File: src/rtl/pipe_pkg.sv
// Shared widths and packed EX-stage record types for the ID/EX boundary.
package pipe_pkg;

  localparam int DATA_W  = 32;
  localparam int REG_AW  = 5;
  localparam int ALUOP_W = 4;
  localparam int SHAMT_W = 5;

  typedef struct packed {
    logic               valid;
    logic               reg_write;
    logic               mem_read;
    logic               mem_write;
    logic               memto_reg;
    logic               alu_src;
    logic               reg_dst;
    logic [ALUOP_W-1:0] alu_op;
  } ex_ctrl_t;

  localparam ex_ctrl_t EX_CTRL_BUBBLE = '0;

  typedef struct packed {
    logic [REG_AW-1:0] rs;
    logic [REG_AW-1:0] rt;
    logic [REG_AW-1:0] rd;
  } ex_regs_t;

  typedef struct packed {
    logic [DATA_W-1:0]  pc;
    logic [DATA_W-1:0]  rs_data;
    logic [DATA_W-1:0]  rt_data;
    logic [DATA_W-1:0]  imm;
    logic [SHAMT_W-1:0] shamt;
  } ex_data_t;

endpackage

File: src/rtl/id_ex_stage_reg_if.sv
// ID-side inputs, EX-side outputs and fetch stall enables of the ID/EX register.
interface id_ex_stage_reg_if;
  import pipe_pkg::*;

  logic [DATA_W-1:0]  ID_PC, ID_RsData, ID_RtData, ID_Imm;
  logic [REG_AW-1:0]  ID_Rs, ID_Rt, ID_Rd;
  logic [SHAMT_W-1:0] ID_Shamt;
  logic               ID_UseRt;
  logic [ALUOP_W-1:0] ID_ALUOp;
  logic               ID_RegWrite, ID_MemRead, ID_MemWrite, ID_MemtoReg, ID_ALUSrc, ID_RegDst;
  logic               Flush, Hold;

  logic [DATA_W-1:0]  EX_PC, EX_RsData, EX_RtData, EX_Imm;
  logic [REG_AW-1:0]  EX_Rs, EX_Rt, EX_Rd;
  logic [SHAMT_W-1:0] EX_Shamt;
  logic [ALUOP_W-1:0] EX_ALUOp;
  logic               EX_RegWrite, EX_MemRead, EX_MemWrite, EX_MemtoReg, EX_ALUSrc, EX_RegDst;
  logic               EX_Valid;
  logic               PCWrite, IF_IDWrite;
`ifdef IDEX_PERF_CNT_EN
  logic [31:0]        BubbleCnt, HoldCnt;
`endif

  modport master (
    output ID_PC, ID_RsData, ID_RtData, ID_Imm, ID_Rs, ID_Rt, ID_Rd, ID_Shamt, ID_UseRt,
           ID_ALUOp, ID_RegWrite, ID_MemRead, ID_MemWrite, ID_MemtoReg, ID_ALUSrc,
           ID_RegDst, Flush, Hold,
    input  EX_PC, EX_RsData, EX_RtData, EX_Imm, EX_Rs, EX_Rt, EX_Rd, EX_Shamt, EX_ALUOp,
           EX_RegWrite, EX_MemRead, EX_MemWrite, EX_MemtoReg, EX_ALUSrc, EX_RegDst,
           EX_Valid, PCWrite, IF_IDWrite
`ifdef IDEX_PERF_CNT_EN
    , input BubbleCnt, HoldCnt
`endif
  );

  modport slave (
    input  ID_PC, ID_RsData, ID_RtData, ID_Imm, ID_Rs, ID_Rt, ID_Rd, ID_Shamt, ID_UseRt,
           ID_ALUOp, ID_RegWrite, ID_MemRead, ID_MemWrite, ID_MemtoReg, ID_ALUSrc,
           ID_RegDst, Flush, Hold,
    output EX_PC, EX_RsData, EX_RtData, EX_Imm, EX_Rs, EX_Rt, EX_Rd, EX_Shamt, EX_ALUOp,
           EX_RegWrite, EX_MemRead, EX_MemWrite, EX_MemtoReg, EX_ALUSrc, EX_RegDst,
           EX_Valid, PCWrite, IF_IDWrite
`ifdef IDEX_PERF_CNT_EN
    , output BubbleCnt, HoldCnt
`endif
  );

endinterface

File: src/rtl/id_ex_stage_reg_load_use_detect.sv
// Combinational load-use check: a valid load in EX whose destination is read by ID.
module load_use_detect
  import pipe_pkg::*;
(
  input  logic              ex_valid,
  input  logic              ex_mem_read,
  input  logic [REG_AW-1:0] ex_rt,
  input  logic [REG_AW-1:0] id_rs,
  input  logic [REG_AW-1:0] id_rt,
  input  logic              id_use_rt,
  output logic              lu
);

  logic rt_nonzero, rs_match, rt_match;

  // $0 is hardwired, so a load "into" it never produces a dependency
  assign rt_nonzero = (ex_rt != '0);
  assign rs_match   = (ex_rt == id_rs);
  assign rt_match   = id_use_rt & (ex_rt == id_rt);
  assign lu         = ex_valid & ex_mem_read & rt_nonzero & (rs_match | rt_match);

endmodule

File: src/rtl/id_ex_stage_reg.sv
// ID/EX pipeline register: 1-cycle latency, bubbles on Flush/load-use, freezes on Hold.
// Defining IDEX_PERF_CNT_EN adds saturating BubbleCnt/HoldCnt counters.
module id_ex_stage_reg
  import pipe_pkg::*;
(
  input  logic             clk,
  input  logic             rst,
  id_ex_stage_reg_if.slave bus
);

  ex_ctrl_t ctrl_q, id_ctrl;
  ex_regs_t regs_q, id_regs;
  ex_data_t data_q, id_data;
  logic     lu, bubble, keep;

  load_use_detect u_lud (
    .ex_valid    (ctrl_q.valid),
    .ex_mem_read (ctrl_q.mem_read),
    .ex_rt       (regs_q.rt),
    .id_rs       (bus.ID_Rs),
    .id_rt       (bus.ID_Rt),
    .id_use_rt   (bus.ID_UseRt),
    .lu          (lu)
  );

  always_comb begin
    id_ctrl           = EX_CTRL_BUBBLE;
    id_ctrl.valid     = 1'b1;
    id_ctrl.reg_write = bus.ID_RegWrite;
    id_ctrl.mem_read  = bus.ID_MemRead;
    id_ctrl.mem_write = bus.ID_MemWrite;
    id_ctrl.memto_reg = bus.ID_MemtoReg;
    id_ctrl.alu_src   = bus.ID_ALUSrc;
    id_ctrl.reg_dst   = bus.ID_RegDst;
    id_ctrl.alu_op    = bus.ID_ALUOp;
  end

  always_comb begin
    id_regs    = '0;
    id_regs.rs = bus.ID_Rs;
    id_regs.rt = bus.ID_Rt;
    id_regs.rd = bus.ID_Rd;
  end

  always_comb begin
    id_data         = '0;
    id_data.pc      = bus.ID_PC;
    id_data.rs_data = bus.ID_RsData;
    id_data.rt_data = bus.ID_RtData;
    id_data.imm     = bus.ID_Imm;
    id_data.shamt   = bus.ID_Shamt;
  end

  // Flush outranks Hold; Hold outranks load-use
  assign keep   = ~bus.Flush & bus.Hold;
  assign bubble = bus.Flush | (~bus.Hold & lu);

  always_ff @(posedge clk or posedge rst) begin
    if (rst) begin
      ctrl_q <= EX_CTRL_BUBBLE;
      regs_q <= '0;
      data_q <= '0;
    end else if (!keep) begin
      data_q <= id_data;
      if (bubble) begin
        ctrl_q <= EX_CTRL_BUBBLE;
        regs_q <= '0;
      end else begin
        ctrl_q <= id_ctrl;
        regs_q <= id_regs;
      end
    end
  end

  // Flush deliberately absent: the redirected fetch must still be accepted
  assign bus.PCWrite    = rst | ~(lu | bus.Hold);
  assign bus.IF_IDWrite = rst | ~(lu | bus.Hold);

  assign bus.EX_PC       = data_q.pc;
  assign bus.EX_RsData   = data_q.rs_data;
  assign bus.EX_RtData   = data_q.rt_data;
  assign bus.EX_Imm      = data_q.imm;
  assign bus.EX_Shamt    = data_q.shamt;
  assign bus.EX_Rs       = regs_q.rs;
  assign bus.EX_Rt       = regs_q.rt;
  assign bus.EX_Rd       = regs_q.rd;
  assign bus.EX_ALUOp    = ctrl_q.alu_op;
  assign bus.EX_RegWrite = ctrl_q.reg_write;
  assign bus.EX_MemRead  = ctrl_q.mem_read;
  assign bus.EX_MemWrite = ctrl_q.mem_write;
  assign bus.EX_MemtoReg = ctrl_q.memto_reg;
  assign bus.EX_ALUSrc   = ctrl_q.alu_src;
  assign bus.EX_RegDst   = ctrl_q.reg_dst;
  assign bus.EX_Valid    = ctrl_q.valid;

`ifdef IDEX_PERF_CNT_EN
  logic [31:0] bubble_cnt, hold_cnt;

  always_ff @(posedge clk or posedge rst) begin
    if (rst) begin
      bubble_cnt <= '0;
      hold_cnt   <= '0;
    end else begin
      if (bubble && bubble_cnt != 32'hFFFF_FFFF) bubble_cnt <= bubble_cnt + 32'd1;
      if (keep && hold_cnt != 32'hFFFF_FFFF)     hold_cnt   <= hold_cnt + 32'd1;
    end
  end

  assign bus.BubbleCnt = bubble_cnt;
  assign bus.HoldCnt   = hold_cnt;
`endif

endmodule

File: src/flat_wrapper.sv
// flat-port wrapper written by rule: the top's interface ports become plain ports
module id_ex_stage_reg_flat import pipe_pkg::*;
  (clk, rst, bus_ID_PC, bus_ID_RsData, bus_ID_RtData, bus_ID_Imm, bus_ID_Rs, bus_ID_Rt, bus_ID_Rd, bus_ID_Shamt, bus_ID_UseRt, bus_ID_ALUOp, bus_ID_RegWrite, bus_ID_MemRead, bus_ID_MemWrite, bus_ID_MemtoReg, bus_ID_ALUSrc, bus_ID_RegDst, bus_Flush, bus_Hold, bus_EX_PC, bus_EX_RsData, bus_EX_RtData, bus_EX_Imm, bus_EX_Rs, bus_EX_Rt, bus_EX_Rd, bus_EX_Shamt, bus_EX_ALUOp, bus_EX_RegWrite, bus_EX_MemRead, bus_EX_MemWrite, bus_EX_MemtoReg, bus_EX_ALUSrc, bus_EX_RegDst, bus_EX_Valid, bus_PCWrite, bus_IF_IDWrite);
  id_ex_stage_reg_if bus_i ();
  input  logic clk;
  input  logic rst;
  input wire logic [$bits(bus_i.ID_PC)-1:0] bus_ID_PC;
  input wire logic [$bits(bus_i.ID_RsData)-1:0] bus_ID_RsData;
  input wire logic [$bits(bus_i.ID_RtData)-1:0] bus_ID_RtData;
  input wire logic [$bits(bus_i.ID_Imm)-1:0] bus_ID_Imm;
  input wire logic [$bits(bus_i.ID_Rs)-1:0] bus_ID_Rs;
  input wire logic [$bits(bus_i.ID_Rt)-1:0] bus_ID_Rt;
  input wire logic [$bits(bus_i.ID_Rd)-1:0] bus_ID_Rd;
  input wire logic [$bits(bus_i.ID_Shamt)-1:0] bus_ID_Shamt;
  input wire logic [$bits(bus_i.ID_UseRt)-1:0] bus_ID_UseRt;
  input wire logic [$bits(bus_i.ID_ALUOp)-1:0] bus_ID_ALUOp;
  input wire logic [$bits(bus_i.ID_RegWrite)-1:0] bus_ID_RegWrite;
  input wire logic [$bits(bus_i.ID_MemRead)-1:0] bus_ID_MemRead;
  input wire logic [$bits(bus_i.ID_MemWrite)-1:0] bus_ID_MemWrite;
  input wire logic [$bits(bus_i.ID_MemtoReg)-1:0] bus_ID_MemtoReg;
  input wire logic [$bits(bus_i.ID_ALUSrc)-1:0] bus_ID_ALUSrc;
  input wire logic [$bits(bus_i.ID_RegDst)-1:0] bus_ID_RegDst;
  input wire logic [$bits(bus_i.Flush)-1:0] bus_Flush;
  input wire logic [$bits(bus_i.Hold)-1:0] bus_Hold;
  output wire logic [$bits(bus_i.EX_PC)-1:0] bus_EX_PC;
  output wire logic [$bits(bus_i.EX_RsData)-1:0] bus_EX_RsData;
  output wire logic [$bits(bus_i.EX_RtData)-1:0] bus_EX_RtData;
  output wire logic [$bits(bus_i.EX_Imm)-1:0] bus_EX_Imm;
  output wire logic [$bits(bus_i.EX_Rs)-1:0] bus_EX_Rs;
  output wire logic [$bits(bus_i.EX_Rt)-1:0] bus_EX_Rt;
  output wire logic [$bits(bus_i.EX_Rd)-1:0] bus_EX_Rd;
  output wire logic [$bits(bus_i.EX_Shamt)-1:0] bus_EX_Shamt;
  output wire logic [$bits(bus_i.EX_ALUOp)-1:0] bus_EX_ALUOp;
  output wire logic [$bits(bus_i.EX_RegWrite)-1:0] bus_EX_RegWrite;
  output wire logic [$bits(bus_i.EX_MemRead)-1:0] bus_EX_MemRead;
  output wire logic [$bits(bus_i.EX_MemWrite)-1:0] bus_EX_MemWrite;
  output wire logic [$bits(bus_i.EX_MemtoReg)-1:0] bus_EX_MemtoReg;
  output wire logic [$bits(bus_i.EX_ALUSrc)-1:0] bus_EX_ALUSrc;
  output wire logic [$bits(bus_i.EX_RegDst)-1:0] bus_EX_RegDst;
  output wire logic [$bits(bus_i.EX_Valid)-1:0] bus_EX_Valid;
  output wire logic [$bits(bus_i.PCWrite)-1:0] bus_PCWrite;
  output wire logic [$bits(bus_i.IF_IDWrite)-1:0] bus_IF_IDWrite;
  assign bus_i.ID_PC = bus_ID_PC;
  assign bus_i.ID_RsData = bus_ID_RsData;
  assign bus_i.ID_RtData = bus_ID_RtData;
  assign bus_i.ID_Imm = bus_ID_Imm;
  assign bus_i.ID_Rs = bus_ID_Rs;
  assign bus_i.ID_Rt = bus_ID_Rt;
  assign bus_i.ID_Rd = bus_ID_Rd;
  assign bus_i.ID_Shamt = bus_ID_Shamt;
  assign bus_i.ID_UseRt = bus_ID_UseRt;
  assign bus_i.ID_ALUOp = bus_ID_ALUOp;
  assign bus_i.ID_RegWrite = bus_ID_RegWrite;
  assign bus_i.ID_MemRead = bus_ID_MemRead;
  assign bus_i.ID_MemWrite = bus_ID_MemWrite;
  assign bus_i.ID_MemtoReg = bus_ID_MemtoReg;
  assign bus_i.ID_ALUSrc = bus_ID_ALUSrc;
  assign bus_i.ID_RegDst = bus_ID_RegDst;
  assign bus_i.Flush = bus_Flush;
  assign bus_i.Hold = bus_Hold;
  assign bus_EX_PC = bus_i.EX_PC;
  assign bus_EX_RsData = bus_i.EX_RsData;
  assign bus_EX_RtData = bus_i.EX_RtData;
  assign bus_EX_Imm = bus_i.EX_Imm;
  assign bus_EX_Rs = bus_i.EX_Rs;
  assign bus_EX_Rt = bus_i.EX_Rt;
  assign bus_EX_Rd = bus_i.EX_Rd;
  assign bus_EX_Shamt = bus_i.EX_Shamt;
  assign bus_EX_ALUOp = bus_i.EX_ALUOp;
  assign bus_EX_RegWrite = bus_i.EX_RegWrite;
  assign bus_EX_MemRead = bus_i.EX_MemRead;
  assign bus_EX_MemWrite = bus_i.EX_MemWrite;
  assign bus_EX_MemtoReg = bus_i.EX_MemtoReg;
  assign bus_EX_ALUSrc = bus_i.EX_ALUSrc;
  assign bus_EX_RegDst = bus_i.EX_RegDst;
  assign bus_EX_Valid = bus_i.EX_Valid;
  assign bus_PCWrite = bus_i.PCWrite;
  assign bus_IF_IDWrite = bus_i.IF_IDWrite;
  id_ex_stage_reg u_core (.clk(clk), .rst(rst), .bus(bus_i));
endmodule
File: config.mk
export PLATFORM = sky130hd
export DESIGN_NAME = id_ex_stage_reg_flat
export DESIGN_NICKNAME = d
export VERILOG_FILES = /design/src/rtl/pipe_pkg.sv /design/src/rtl/id_ex_stage_reg_if.sv /design/src/rtl/id_ex_stage_reg_load_use_detect.sv /design/src/rtl/id_ex_stage_reg.sv /design/src/flat_wrapper.sv
export SDC_FILE = /design/constraint.sdc
export NUM_CORES = 1
export LEC_CHECK = 0
export ABC_AREA = 1
export CAP_MARGIN = 20
export CORE_AREA = 4 4 125 127
export CTS_CLUSTER_DIAMETER = 120
export DETAILED_ROUTE_END_ITERATION = 8
export DIE_AREA = 0 0 129 131
export DONT_BUFFER_PORTS = 1
export SLEW_MARGIN = 10
export SYNTH_ARGS = -nofsm -noshare
export SYNTH_HDL_FRONTEND = slang
export SYNTH_SLANG_ARGS = --single-unit
File: constraint.sdc
create_clock -name clk -period 7.85 [get_ports clk]
set_input_delay 1.57 -clock clk [delete_from_list [all_inputs] [get_ports clk]]
set_output_delay 1.57 -clock clk [all_outputs]
set_load 0.02 [all_outputs]
==> results.md, run 1 <==
- Final setup fails: 0
- Top cell family by delay on the critical path: simple AND/OR/NAND/NOR gates
- Clock H-tree levels: 4
- Final net count: 924
- Final Hold Viols: 0
- Hold Path Class: reg -> reg
- Antenna violations before repair: 0
- Leakage: 3.95 nW
- Worst-margin pin slew: 1.09 ns
- Initial Util: 45.4%
- Largest net degree at the start of global routing: 106
- GR Layer Usage met1: 23.1%
- Via density: 5.01
- PD cells: 265 nW/µm²
- Top Usage Layer GRT: met2
- Seq/Total Area, Yosys: 60.7%
- Post-synthesis cell type count: 16
- Post-DP HPWL: 12200 µm
- Hold path cells: 2
- Outcome: finished clean
- Crit path DAT: 2.66 ns
- Commonest non-fill, non-tap cell in the layout: nand2_1
- CTS tree: yes
- First-pass detailed-route iteration total: 4
- Met3 Track Usage GR: 9.67%
- Fin crit period: 4.23 ns
- Netlist Area Pre-Place: 6550 µm²
- Critical path's largest stage delay: 0.31 ns
- Detailed router's first-iteration violation count: 312
- Yosys reg bits: 159
- Multi-input logic area: 2210 µm²
- Die Ht: 131 µm
- I/O Buffers: 0
- Layout filler cell count: 1376
- Worst-path fanout max: 27
- Crit-path cells: inv_1 > nand2_1 > nand2_1 > nor2_1 > nand3_1 > nand2_2 > nand2_4 > nand2_1 > nand2_1
- Vias in the first global route: 4858
- R2r worst-path depth: 9
- Worst path bufs/invs: 1
- Rel. slew slack: 27.4%
- Ports: 324
- Register area: 3980 µm²
- Clk sinks: 159
- Gpl congestion: 0.901
- Pwr Total: 1.89 mW
- Post-Synthesis Cells: 778
- Core area: 14400 µm²
- Layout cells sized above 1: 8.29%
- Setup TNS: 0 ns
- Antenna diode count: 0
- Die area: 16900 µm²
- IR drop worst, VDD: 0.000134 V
- Fmax: 237 MHz
- Clk buf depth: 2
- Warnings, synthesis: 0
- Root buf cell: clkbuf_16
- Mean routed wirelength per cell: 17.8 µm
- Most frequent cells in the layout: nand2_1, dfrtp_1, nor2_1
- Maxcap violations: 0
- Critical path depth in cells: 9
- CP Class: in -> out
- Critical Path Most Common Cell: nand2_1
- Fin crit share: 53.8%
- Syn avg cell area: 8.42 µm²
- Vias after detailed routing: 4793
- CP max stage cell: nand2_1
- Total track usage: 19.8%
- Row cnt: 44
- Area Overhead vs Synth: 8.86%
- Critical Path End Type: output port
- PostCTS Resize Cnt: 0
- CTS Buf Count: 17
- Skew final: 0.00888 ns
- First-pass GRT wire length: 25800 µm
- RSZ-0062 raised after global routing: false
- Die W: 129 µm
- Final wirelength: 17000 µm
- Quantity of hold-fixing buffers added after cts: 0
- Worst-Skew Late Latency: 0.42 ns
- Postcts setup bufs: 0
- GR Util met2: 31.6%
- Routed Antenna Nets: 0
- Syn_nets: 941
- CP startpoint kind: input port
- GRT overflow: 0
- Crit path required time: 6.28 ns
- Clk pin slew, worst setup/hold paths: 0.06 ns
- Final Max Tran Viols: 0
- Drt drc: 0
[worst register-to-register path, cell delays in order (launching register included)]
cell,delay [ns]
dfrtp_1,0.54
inv_2,0.09
nand2_1,0.08
nand2_1,0.06
nor2_1,0.09
nand3_1,0.10
nand2_2,0.08
nand2_4,0.22
nand3_1,0.15
nand2_1,0.07
[cell type report]
type,count,area share (%)
Clock inverter,9,0.877
Clock buffer,21,6.59
Tap cell,184,3.23
Sequential cell,159,55.8
Multi-Input combinational cell,545,31.0
Inverter,35,1.95
Timing Repair Buffer,3,0.596
[metal layers]
metal / vias up / part of all wire [%]
met2: 224 / 49
met3: 31 / 12
met4: 0 / 2.2
met5: - / 0
li1: 2282 / -
met1: 2256 / 37
[path summary, 6_finish.rpt]
kind                                     startpoint                        to  slack, ns
setup reg to reg                u_core.bus.EX_Rt[2]       u_core.bus.EX_Rd[1]       6.25
min in group asynchronous                       rst   u_core.bus.EX_RsData[2]       1.18
max in group asynchronous                       rst    u_core.bus.EX_Shamt[0]       5.28
hold reg to reg            u_core.bus.EX_RtData[24]  u_core.bus.EX_RtData[24]       0.62
hold / removal             u_core.bus.EX_RtData[24]  u_core.bus.EX_RtData[24]       0.62
setup / recovery                       bus_ID_Rt[0]            bus_IF_IDWrite       3.62
[Yosys cell counts (all sizes together)]
| cell type | instances | area, µm² |
|---|---|---|
| nand2 | 481 | 1820 |
| dfrtp | 159 | 3980 |
| inv | 35 | 131 |
| buf | 34 | 214 |
| nor2 | 33 | 140 |
| nand3 | 29 | 240 |
| clkbuf | 5 | 18.8 |
| nand4 | 1 | 6.26 |
| xnor2 | 1 | 8.76 |
[power by group]
part	switching [mW]	internal (mW)	leakage (nW)
registers	0.139	0.884	1.93
clock network	0.318	0.426	0.265
logic	0.0871	0.0396	1.75
[sequential cells by signal, indices dropped and copies added (netlist names)]
register	cells
u_core.bus.EX_Imm	32
u_core.bus.EX_PC	32
u_core.bus.EX_RsData	32
u_core.bus.EX_RtData	32
u_core.bus.EX_Rd	5
u_core.bus.EX_Rs	5
u_core.bus.EX_Rt	5
u_core.bus.EX_Shamt	5
u_core.bus.EX_ALUOp	4
u_core.bus.EX_ALUSrc	1
u_core.bus.EX_MemRead	1
u_core.bus.EX_MemWrite	1
u_core.bus.EX_MemtoReg	1
u_core.bus.EX_RegDst	1
u_core.bus.EX_RegWrite	1
u_core.bus.EX_Valid	1
[logic make-up after synthesis]
kind of cell | synth area share, %
flops | 60.7
xor+xnor | 0.134
buf+inv | 5.56
simple gates | 33.6
[metrics by stage]
step / utilization (%) / worst slack (ns) / hold WS [ns] / cells / area, µm²
after CTS: 49.5 / 3.61 / 0.630 / 956 / 7130
final: 49.5 / 3.62 / 0.625 / 956 / 7130
after detailed placement: 45.8 / 3.61 / 0.612 / 926 / 6600
after global routing: 49.5 / 3.48 / 0.648 / 956 / 7130
after floorplan: - / 0.152 / 0.585 / 778 / 6550
after global placement: 45.6 / 3.62 / 0.613 / 925 / 6570
Note: power is estimated with default switching activity, not from simulation.
==> run 2: changes to the inputs <==
==> constraint.sdc (replaced) <==
create_clock -name clk -period 3.85 [get_ports clk]
set_input_delay 0.77 -clock clk [delete_from_list [all_inputs] [get_ports clk]]
set_output_delay 0.77 -clock clk [all_outputs]
set_load 0.02 [all_outputs]
==> run 2 against run 1 <==
Clock-buffer cell count down 1; critical endpoint is now bus_PCWrite; sequential power up 100%; combinational power up 100%; design area up 1.7%; total power up 120%; worst setup slack worse by 2.7 ns; global-route usage down 0.96 points; sequential cell count unchanged; first-iteration DRC count down 21%; critical path type is now reg -> out; die area unchanged; hold slack worse by 0.33 ns.
==> results.md, run 2 (same netlist as run 1, synthesis figures left out) <==
- Outcome: finished clean
- CP startpoint kind: register
- Most frequent cells in the layout: nand2_1, dfrtp_1, nor2_1
- Crit-path cells: nand2_1 > nand2_1 > nor2_1 > nand3_1 > nand2_2 > nand2_4 > nand2_1 > nand2_1
- Maxcap violations: 0 (unchanged)
- Crit path DAT: 2.12 ns (-0.54 ns)
- Area Overhead vs Synth: 10.7%
- Core area: 14400 µm² (unchanged)
- Root buf cell: clkbuf_16
- CP Class: reg -> out
- CTS Buf Count: 17 (unchanged)
- Vias in the first global route: 4621 (-4.9%)
- Postcts setup bufs: 0 (unchanged)
- Critical path's largest stage delay: 0.59 ns (+0.28 ns)
- Critical Path End Type: output port
- Detailed router's first-iteration violation count: 247 (-21%)
- Worst-margin pin slew: 0.984 ns (-0.106 ns)
- Fin crit share: 75.0%
- Quantity of hold-fixing buffers added after cts: 0 (unchanged)
- Final Max Tran Viols: 0 (unchanged)
- Layout cells sized above 1: 8.76% (+0.47 points)
- I/O Buffers: 0 (unchanged)
- Rel. slew slack: 34.4% (+7.0 points)
- Routed Antenna Nets: 0 (unchanged)
- First-pass detailed-route iteration total: 4 (unchanged)
- R2r worst-path depth: 9 (unchanged)
- Critical Path Most Common Cell: nand2_1
- Ports: 324 (unchanged)
- Crit path required time: 3.08 ns (-3.20 ns)
- Fin crit period: 2.89 ns
- Antenna violations before repair: 0 (unchanged)
- Pwr Total: 4.13 mW (+120%)
- Die W: 129 µm (unchanged)
- Die area: 16900 µm² (unchanged)
- Initial Util: 45.4% (unchanged)
- PostCTS Resize Cnt: 0 (unchanged)
- Post-DP HPWL: 12000 µm (-1.8%)
- Clk sinks: 159 (unchanged)
- GRT overflow: 0 (unchanged)
- Vias after detailed routing: 4746 (-0.98%)
- Worst-path fanout max: 27 (unchanged)
- CP max stage cell: dfrtp_1
- Clk buf depth: 2 (unchanged)
- Worst-Skew Late Latency: 0.41 ns (about the same)
- Commonest non-fill, non-tap cell in the layout: nand2_1
- Leakage: 4.01 nW (+1.4%)
- Final net count: 926 (+0.22%)
- Final Hold Viols: 0 (unchanged)
- Total track usage: 18.9% (-0.96 points)
- Largest net degree at the start of global routing: 98 (-7.5%)
- Final wirelength: 16500 µm (-2.6%)
- Final setup fails: 0 (unchanged)
- PnR worst setup slack: 0.962 ns (-2.66 ns)
- Fmax: 346 MHz
- RSZ-0062 raised after global routing: false
- Die Ht: 131 µm (unchanged)
- Hold Path Class: in -> async
- Setup WS pre-CTS: 1.16 ns (-2.44 ns)
- IR drop worst, VDD: 0.000255 V (+90%)
- PD cells: 570 nW/µm² (+110%)
- Antenna diode count: 0 (unchanged)
- Gpl congestion: 0.830 (-7.9%)
- Clk pin slew, worst setup/hold paths: 0.06 ns (about the same)
- Mean routed wirelength per cell: 17.2 µm (-3.0%)
- First-pass GRT wire length: 24800 µm (-4.0%)
- Drt drc: 0 (unchanged)
- Via density: 4.94 (-1.4%)
- CTS tree: yes
- Clock H-tree levels: 4 (unchanged)
- Skew final: 0.00937 ns (+0.000491 ns)
- Row cnt: 44 (unchanged)
[run 2: cell count changes in the layout (fill, tap and decap cells not counted), sizes merged]
cell | previous run | this run
inv | 36 | 35
buf | 3 | 5
bufinv | 0 | 4
clkbuf | 21 | 20
[run 2: worst max-delay path, delay by kind of cell, from the launching register on]
kind | cells | cell delay (ns)
and+or+nand+nor | 8 | 1.11
DFF | 1 | 0.59
[run 2: area by class of cell]
| type | instances | area (µm²) |
|---|---|---|
| clock inverter | 12 | 183 |
| clock buffer | 20 | 457 |
| inverter | 35 | 138 |
| sequential | 159 | 3980 |
| timing repair buffer | 5 | 57.6 |
| multi-input combinational | 545 | 2210 |
| fill | 1363 | 7170 |
| tap | 184 | 230 |
[run 2: path summary, 6_finish.rpt]
path,from,to,slack [ns]
min in group clk,bus_ID_Imm[19],u_core.bus.EX_Imm[19],0.47
max in group asynchronous,rst,u_core.bus.EX_PC[25],2.29
max reg2reg,u_core.bus.EX_Rt[0],u_core.bus.EX_Rt[1],2.25
min reg2reg,u_core.bus.EX_PC[31],u_core.bus.EX_PC[31],0.63
min,rst,u_core.bus.EX_RsData[30],0.29
max,u_core.bus.EX_Rt[0],bus_PCWrite,0.96
[run 2: power breakdown]
part	switching, mW	total, mW	internal (mW)
combinational	0.177	0.259	0.0817
sequential	0.281	2.08	1.80
clock	0.666	1.79	1.13
[run 2: per-stage QoR]
stage	cells	setup TNS, ns	instance area [µm²]	util (%)	hold WS, ns
3_5_place_dp	928	0	6620	45.9	0.613
6_report	960	0	7250	50.3	0.294
5_1_grt	960	0	7250	50.3	0.321
2_1_floorplan	778	-1.56	6560	-	0.585
3_3_place_gp	927	0	6590	45.7	0.610
4_1_cts	960	0	7250	50.3	0.279
[run 2: metal layers]
| layer | part of all wire [%] | vias to the layer above | global-route usage (%) |
|---|---|---|---|
| met1 | 38 | 2228 | 23.1 |
| met3 | 10 | 25 | 7.60 |
| met5 | 0 | - | 0 |
| met4 | 1.8 | 0 | 6.92 |
| li1 | - | 2288 | - |
| met2 | 51 | 205 | 30.3 |
==> run 3: changes to the inputs <==
==> constraint.sdc (replaced) <==
create_clock -name clk -period 2.35 [get_ports clk]
set_input_delay 0.47 -clock clk [delete_from_list [all_inputs] [get_ports clk]]
set_output_delay 0.47 -clock clk [all_outputs]
set_load 0.02 [all_outputs]
==> run 3 against run 2 <==
Sequential power up 64%; sequential cell count unchanged; final cell count down 0.10%; sequential share of layout area up 0.20 points; non-clock buffer count down 1; clock skew down 0.00081 ns; hold slack worse by 0.14 ns; global-route usage down 0.15 points; largest power group unchanged; clock power up 56%; routed wire length up 0.48%; highest routed layer unchanged.
==> results.md, run 3 (same netlist as run 1, synthesis figures left out) <==
- RSZ-0062 raised after global routing: false
- Clk sinks: 159 (unchanged)
- Crit-path cells: nand2_1 > nand2_1 > nor2_1 > nand3_1 > nand2_2 > nand2_4 > nand2_1 > nand2_1
- Critical path's largest stage delay: 0.49 ns (-0.10 ns)
- CTS Buf Count: 17 (unchanged)
- Die area: 16900 µm² (unchanged)
- Area Overhead vs Synth: 10.5%
- Core area: 14400 µm² (unchanged)
- Leakage: 3.98 nW (-0.59%)
- Antenna diode count: 0 (unchanged)
- Total track usage: 18.7% (-0.15 points)
- Fmax: 458 MHz
- Mean routed wirelength per cell: 17.3 µm (+0.58%)
- Die Ht: 131 µm (unchanged)
- First-pass GRT wire length: 24600 µm (-0.75%)
- Top cell family by delay on the critical path: simple AND/OR/NAND/NOR gates
- Post-DP HPWL: 11600 µm (-2.9%)
- Hold Slack: 0.159 ns (-0.136 ns)
- Skew final: 0.00856 ns (-0.000812 ns)
- Gpl congestion: 0.788 (-5.1%)
- Final Max Tran Viols: 0 (unchanged)
- Largest net degree at the start of global routing: 160 (+63%)
- Final Hold Viols: 0 (unchanged)
- CP max stage cell: dfrtp_2
- Layout cells sized above 1: 9.42% (+0.66 points)
- Commonest non-fill, non-tap cell in the layout: nand2_1
- Root buf cell: clkbuf_16
- PD cells: 915 nW/µm² (+61%)
- Clk pin slew, worst setup/hold paths: 0.07 ns (about the same)
- Initial Util: 45.4% (unchanged)
- I/O Buffers: 0 (unchanged)
- Hold Path Class: in -> reg
- Crit path required time: 1.88 ns (-1.20 ns)
- CP startpoint kind: register
- Ports: 324 (unchanged)
- Routed Antenna Nets: 0 (unchanged)
- Drt drc: 0 (unchanged)
- Final wirelength: 16600 µm (+0.48%)
- Vias in the first global route: 4675 (+1.2%)
- Antenna violations before repair: 0 (unchanged)
- Critical Path End Type: output port
- Via density: 4.94 (about the same)
- Rel. slew slack: 42.7% (+8.3 points)
- Row cnt: 44 (unchanged)
- Maxcap violations: 0 (unchanged)
- Worst path bufs/invs: 0 (unchanged)
- Quantity of hold-fixing buffers added after cts: 0 (unchanged)
- CP Class: reg -> out
- Fin crit share: 92.9%
- Vias after detailed routing: 4742 (-0.084%)
- Worst-Skew Late Latency: 0.42 ns (about the same)
- Worst-path fanout max: 7 (-74%)
- Most frequent cells in the layout: nand2_1, dfrtp_1, nor2_1
- Worst-margin pin slew: 0.860 ns (-0.124 ns)
- CTS tree: yes
- Clk buf depth: 2 (unchanged)
- Placed Area: 6630 µm² (+0.26%)
- Detailed router's first-iteration violation count: 254 (+2.8%)
- Fin crit period: 2.18 ns
- Critical Path Most Common Cell: nand2_1
- Final net count: 925 (-0.11%)
- IR drop worst, VDD: 0.000459 V (+80%)
- Clock H-tree levels: 4 (unchanged)
- GRT overflow: 0 (unchanged)
- Die W: 129 µm (unchanged)
- Crit path DAT: 1.71 ns (-0.41 ns)
- Post-route design area: 7240 µm² (-0.21%)
- First-pass detailed-route iteration total: 5 (+1)
- Final setup fails: 0 (unchanged)
- Outcome: finished clean
run 3: per-layer routing:
metal | part of all wire [%] | global-route usage, % | up-vias
li1 | - | - | 2288
met1 | 37 | 21.6 | 2210
met2 | 51 | 30.4 | 214
met3 | 10 | 8.66 | 30
met4 | 2.1 | 7.54 | 0
met5 | 0 | 0 | -
run 3: what timing repair did:
item | 4_1_cts | 5_1_grt
endpoints found under the setup margin | 0 | 2
buffers inserted | 0 | 0
gates resized for setup | 0 | 5
run 3: cell type report:
class	instances	area, µm²
repair buffers	4	75.1
clock buffers	17	425
flip-flops and latches	159	3990
well taps	184	230
fillers	1388	7180
multi-input cells	545	2210
clock inverters	15	175
inverters	35	138
run 3: worst paths after layout:
kind                       cells after the start              startpoint                       end  slack (ns)
setup / recovery                               8     u_core.bus.EX_Rt[0]               bus_PCWrite        0.17
hold / removal                                 2       bus_ID_RsData[19]  u_core.bus.EX_RsData[19]        0.16
setup reg to reg                              10     u_core.bus.EX_Rt[3]       u_core.bus.EX_Rd[1]        0.80
hold reg to reg                                2  u_core.bus.EX_Shamt[3]    u_core.bus.EX_Shamt[3]        0.63
max in group asynchronous                      2                     rst       u_core.bus.EX_Rt[0]        1.46
min in group asynchronous                      2                     rst    u_core.bus.EX_Shamt[3]        0.17
run 3: where the power goes:
group	leakage (nW)	internal [mW]	total, mW	switching [mW]
Clock	0.296	1.60	2.79	1.18
Sequential	1.93	2.95	3.41	0.461
Combinational	1.76	0.136	0.425	0.289
run 3: stage by stage:
step                      instances  setup TNS, ns  utilization (%)  total power, mW  setup WS, ns
after floorplan                 778         -26.26                -             3.76         -1.78
after global placement          926              0             45.8             3.88         0.513
after detailed placement        927              0             46.0             3.90         0.530
after CTS                       959              0             50.1             6.72        0.0611
after global routing            959              0             50.2             6.91        0.0206
final                           959              0             50.2             6.63         0.167
==> RTL edit, RTL diff (flow settings as in run 2) <==
Set the package constant `ALUOP_W` to 6 (it was 4).
--- a/src/rtl/pipe_pkg.sv
+++ b/src/rtl/pipe_pkg.sv
@@ -3,7 +3,7 @@
 
   localparam int DATA_W  = 32;
   localparam int REG_AW  = 5;
-  localparam int ALUOP_W = 4;
+  localparam int ALUOP_W = 6;
   localparam int SHAMT_W = 5;
 
   typedef struct packed {
Ports: changed (resized bus_EX_ALUOp and bus_ID_ALUOp); port bits go from 324 to 328. No check against the original RTL was run, so the function may have changed too.
==> RTL edit against run 2 <==
Synthesized area up 0.50%. Total power down 4.3%. Combinational power about the same. Clock skew up 0.0019 ns. Largest cell class unchanged. Global-route usage up 0.28 points. Sequential cell count up 2. Setup slack better by 0.21 ns. Worst hold slack better by 0.13 ns. Largest power group unchanged. Final area down 0.55%. Critical endpoint unchanged. Routed wire length up 2.4%.
==> RTL edit: results (changes against run 2) <==
| Metric | Value |
|---|---|
| Postcts setup bufs | 0 (unchanged) |
| Maximum VDD drop | 0.287 mV (+13%) |
| Synth cell count leaders | 485 x nand2_1, 161 x dfrtp_1, 34 x nor2_1 |
| Synth top area cells | dfrtp_1 61%, nand2_1 28%, nor2_1 1.9% |
| Overall Global Routing Usage | 19.1% (+0.28 points) |
| Max_slew headroom | 37.9% (+3.5 points) |
| Syn_nets | 956 (+1.6%) |
| Drt wl/cell | 17.4 um (+1.1%) |
| Post-synth EDFFs | 0 (unchanged) |
| Fillers | 1368 (+0.37%) |
| Clock Latency Late Sink | 0.42 ns |
| Nets | 941 (+1.6%) |
| Reg clk slew, reported paths | 0.06 ns (about the same) |
| Final HPWL DP | 12200 um (+1.5%) |
| Post-CTS sizing | 0 (unchanged) |
| Fraction of layout cells with a size suffix above 1 | 7.22% (-1.5 points) |
| Leakage | 0.00399 uW (-0.39%) |
| Via density | 5.03 (+1.8%) |
| Maximum level of the CTS H-tree | 4 (unchanged) |
| Cell variety after synth | 17 (+1) |
| TritonRoute pass-1 iters | 7 (+3) |
| Post-place instance area | 6650 sq um (+0.51%) |
| Crit path DAT | 1.91 ns (-0.21 ns) |
| Vias in the first global route | 4816 (+4.2%) |
| Register area share after synthesis | 61.2% (+0.46 points) |
| Worst hold-check path type | primary input to async pin |
| Worst Skew | 0.0113 ns (+0.00192 ns) |
| First-pass GRT wire length | 25200 um (+1.9%) |
| Placer Congestion | 0.835 (+0.64%) |
| Largest net degree at the start of global routing | 162 (+65%) |
| Worst-path fanout max | 7 (-74%) |
| Status | finished, final reports clean |
| Pre-CTS WS | 1.43 ns (+0.271 ns) |
| Drt initial violations | 242 (-2.0%) |
[RTL edit: cell count changes after synthesis, moves of 3 or more]
cell     change
buf_1        +5
inv_1        +3
nand3_1     +11
nand3_2      -9
nand2_1      +6
buf_2        -3
[RTL edit: layout make-up]
class | count | share of cell area, %
clock buffers | 20 | 6.47
clock inverters | 12 | 1.37
inverters | 37 | 1.99
multi-input cells | 553 | 30.3
flip-flops and latches | 161 | 55.8
well taps | 184 | 3.19
repair buffers | 6 | 0.798
[RTL edit: worst paths after layout]
check                                                         start                                   to  slack, ns  cells after the start
worst max-delay path                u_core.bus.EX_Rt[0]$_DFFE_PP0N_                          bus_PCWrite       1.17                      9
worst min-delay path                                            rst   u_core.bus.EX_ALUOp[0]$_DFFE_PP0N_       0.43                      2
worst max register to register      u_core.bus.EX_Rt[0]$_DFFE_PP0N_      u_core.bus.EX_Rt[3]$_DFFE_PP0N_       2.15                     10
worst min register to register  u_core.bus.EX_RtData[6]$_DFFE_PP0N_  u_core.bus.EX_RtData[6]$_DFFE_PP0N_       0.62                      2
max in group asynchronous                                       rst      u_core.bus.EX_Rt[1]$_DFFE_PP0N_       2.67                      2
min in group clk                                     bus_ID_Imm[11]    u_core.bus.EX_Imm[11]$_DFFE_PP0N_       0.46                      2
[RTL edit: per-layer routing]
metal,global-route usage [%],wire [um]
met1,22.4,6240
met3,8.78,2100
met2,30.8,8250
met4,7.78,367
met5,0,0
[RTL edit: cells by family (layout without fill, tap and decap cells)]
family | after synthesis | after routing | share of synthesized area (%)
AND/OR/NAND/NOR | 552 | 552 | 33.1
flip-flops | 161 | 161 | 61.2
buffers and inverters | 77 | 75 | 5.60
XOR/XNOR | 1 | 1 | 0.133
[RTL edit: through the flow]
stage	util (%)	total power, uW	hold slack [ns]	TNS [ns]	std cells
final	50.0	3950	0.427	0	973
after global routing	50.0	4130	0.441	0	973
after CTS	50.0	4010	0.440	0	973
after detailed placement	46.1	2410	0.615	0	941
after global placement	46.1	2390	0.612	0	941
after floorplan	-	2320	0.587	-1.63	791
[RTL edit: worst max-delay path, cell delays in order, from the launching register on]
cell	delay [ns]
dfrtp_1	0.61
inv_2	0.06
nand2_1	0.06
nand2_1	0.06
nor2_1	0.14
nand3_1	0.08
nand2_1	0.07
nand2_1	0.06
nand2_1	0.06
nand2_1	0.30
[RTL edit: report_power, final]
group,switching (uW),total [uW],internal (uW)
logic,177,258,80.9
registers,286,2110,1820
clock network,697,1590,890
total,1160,3950,2790
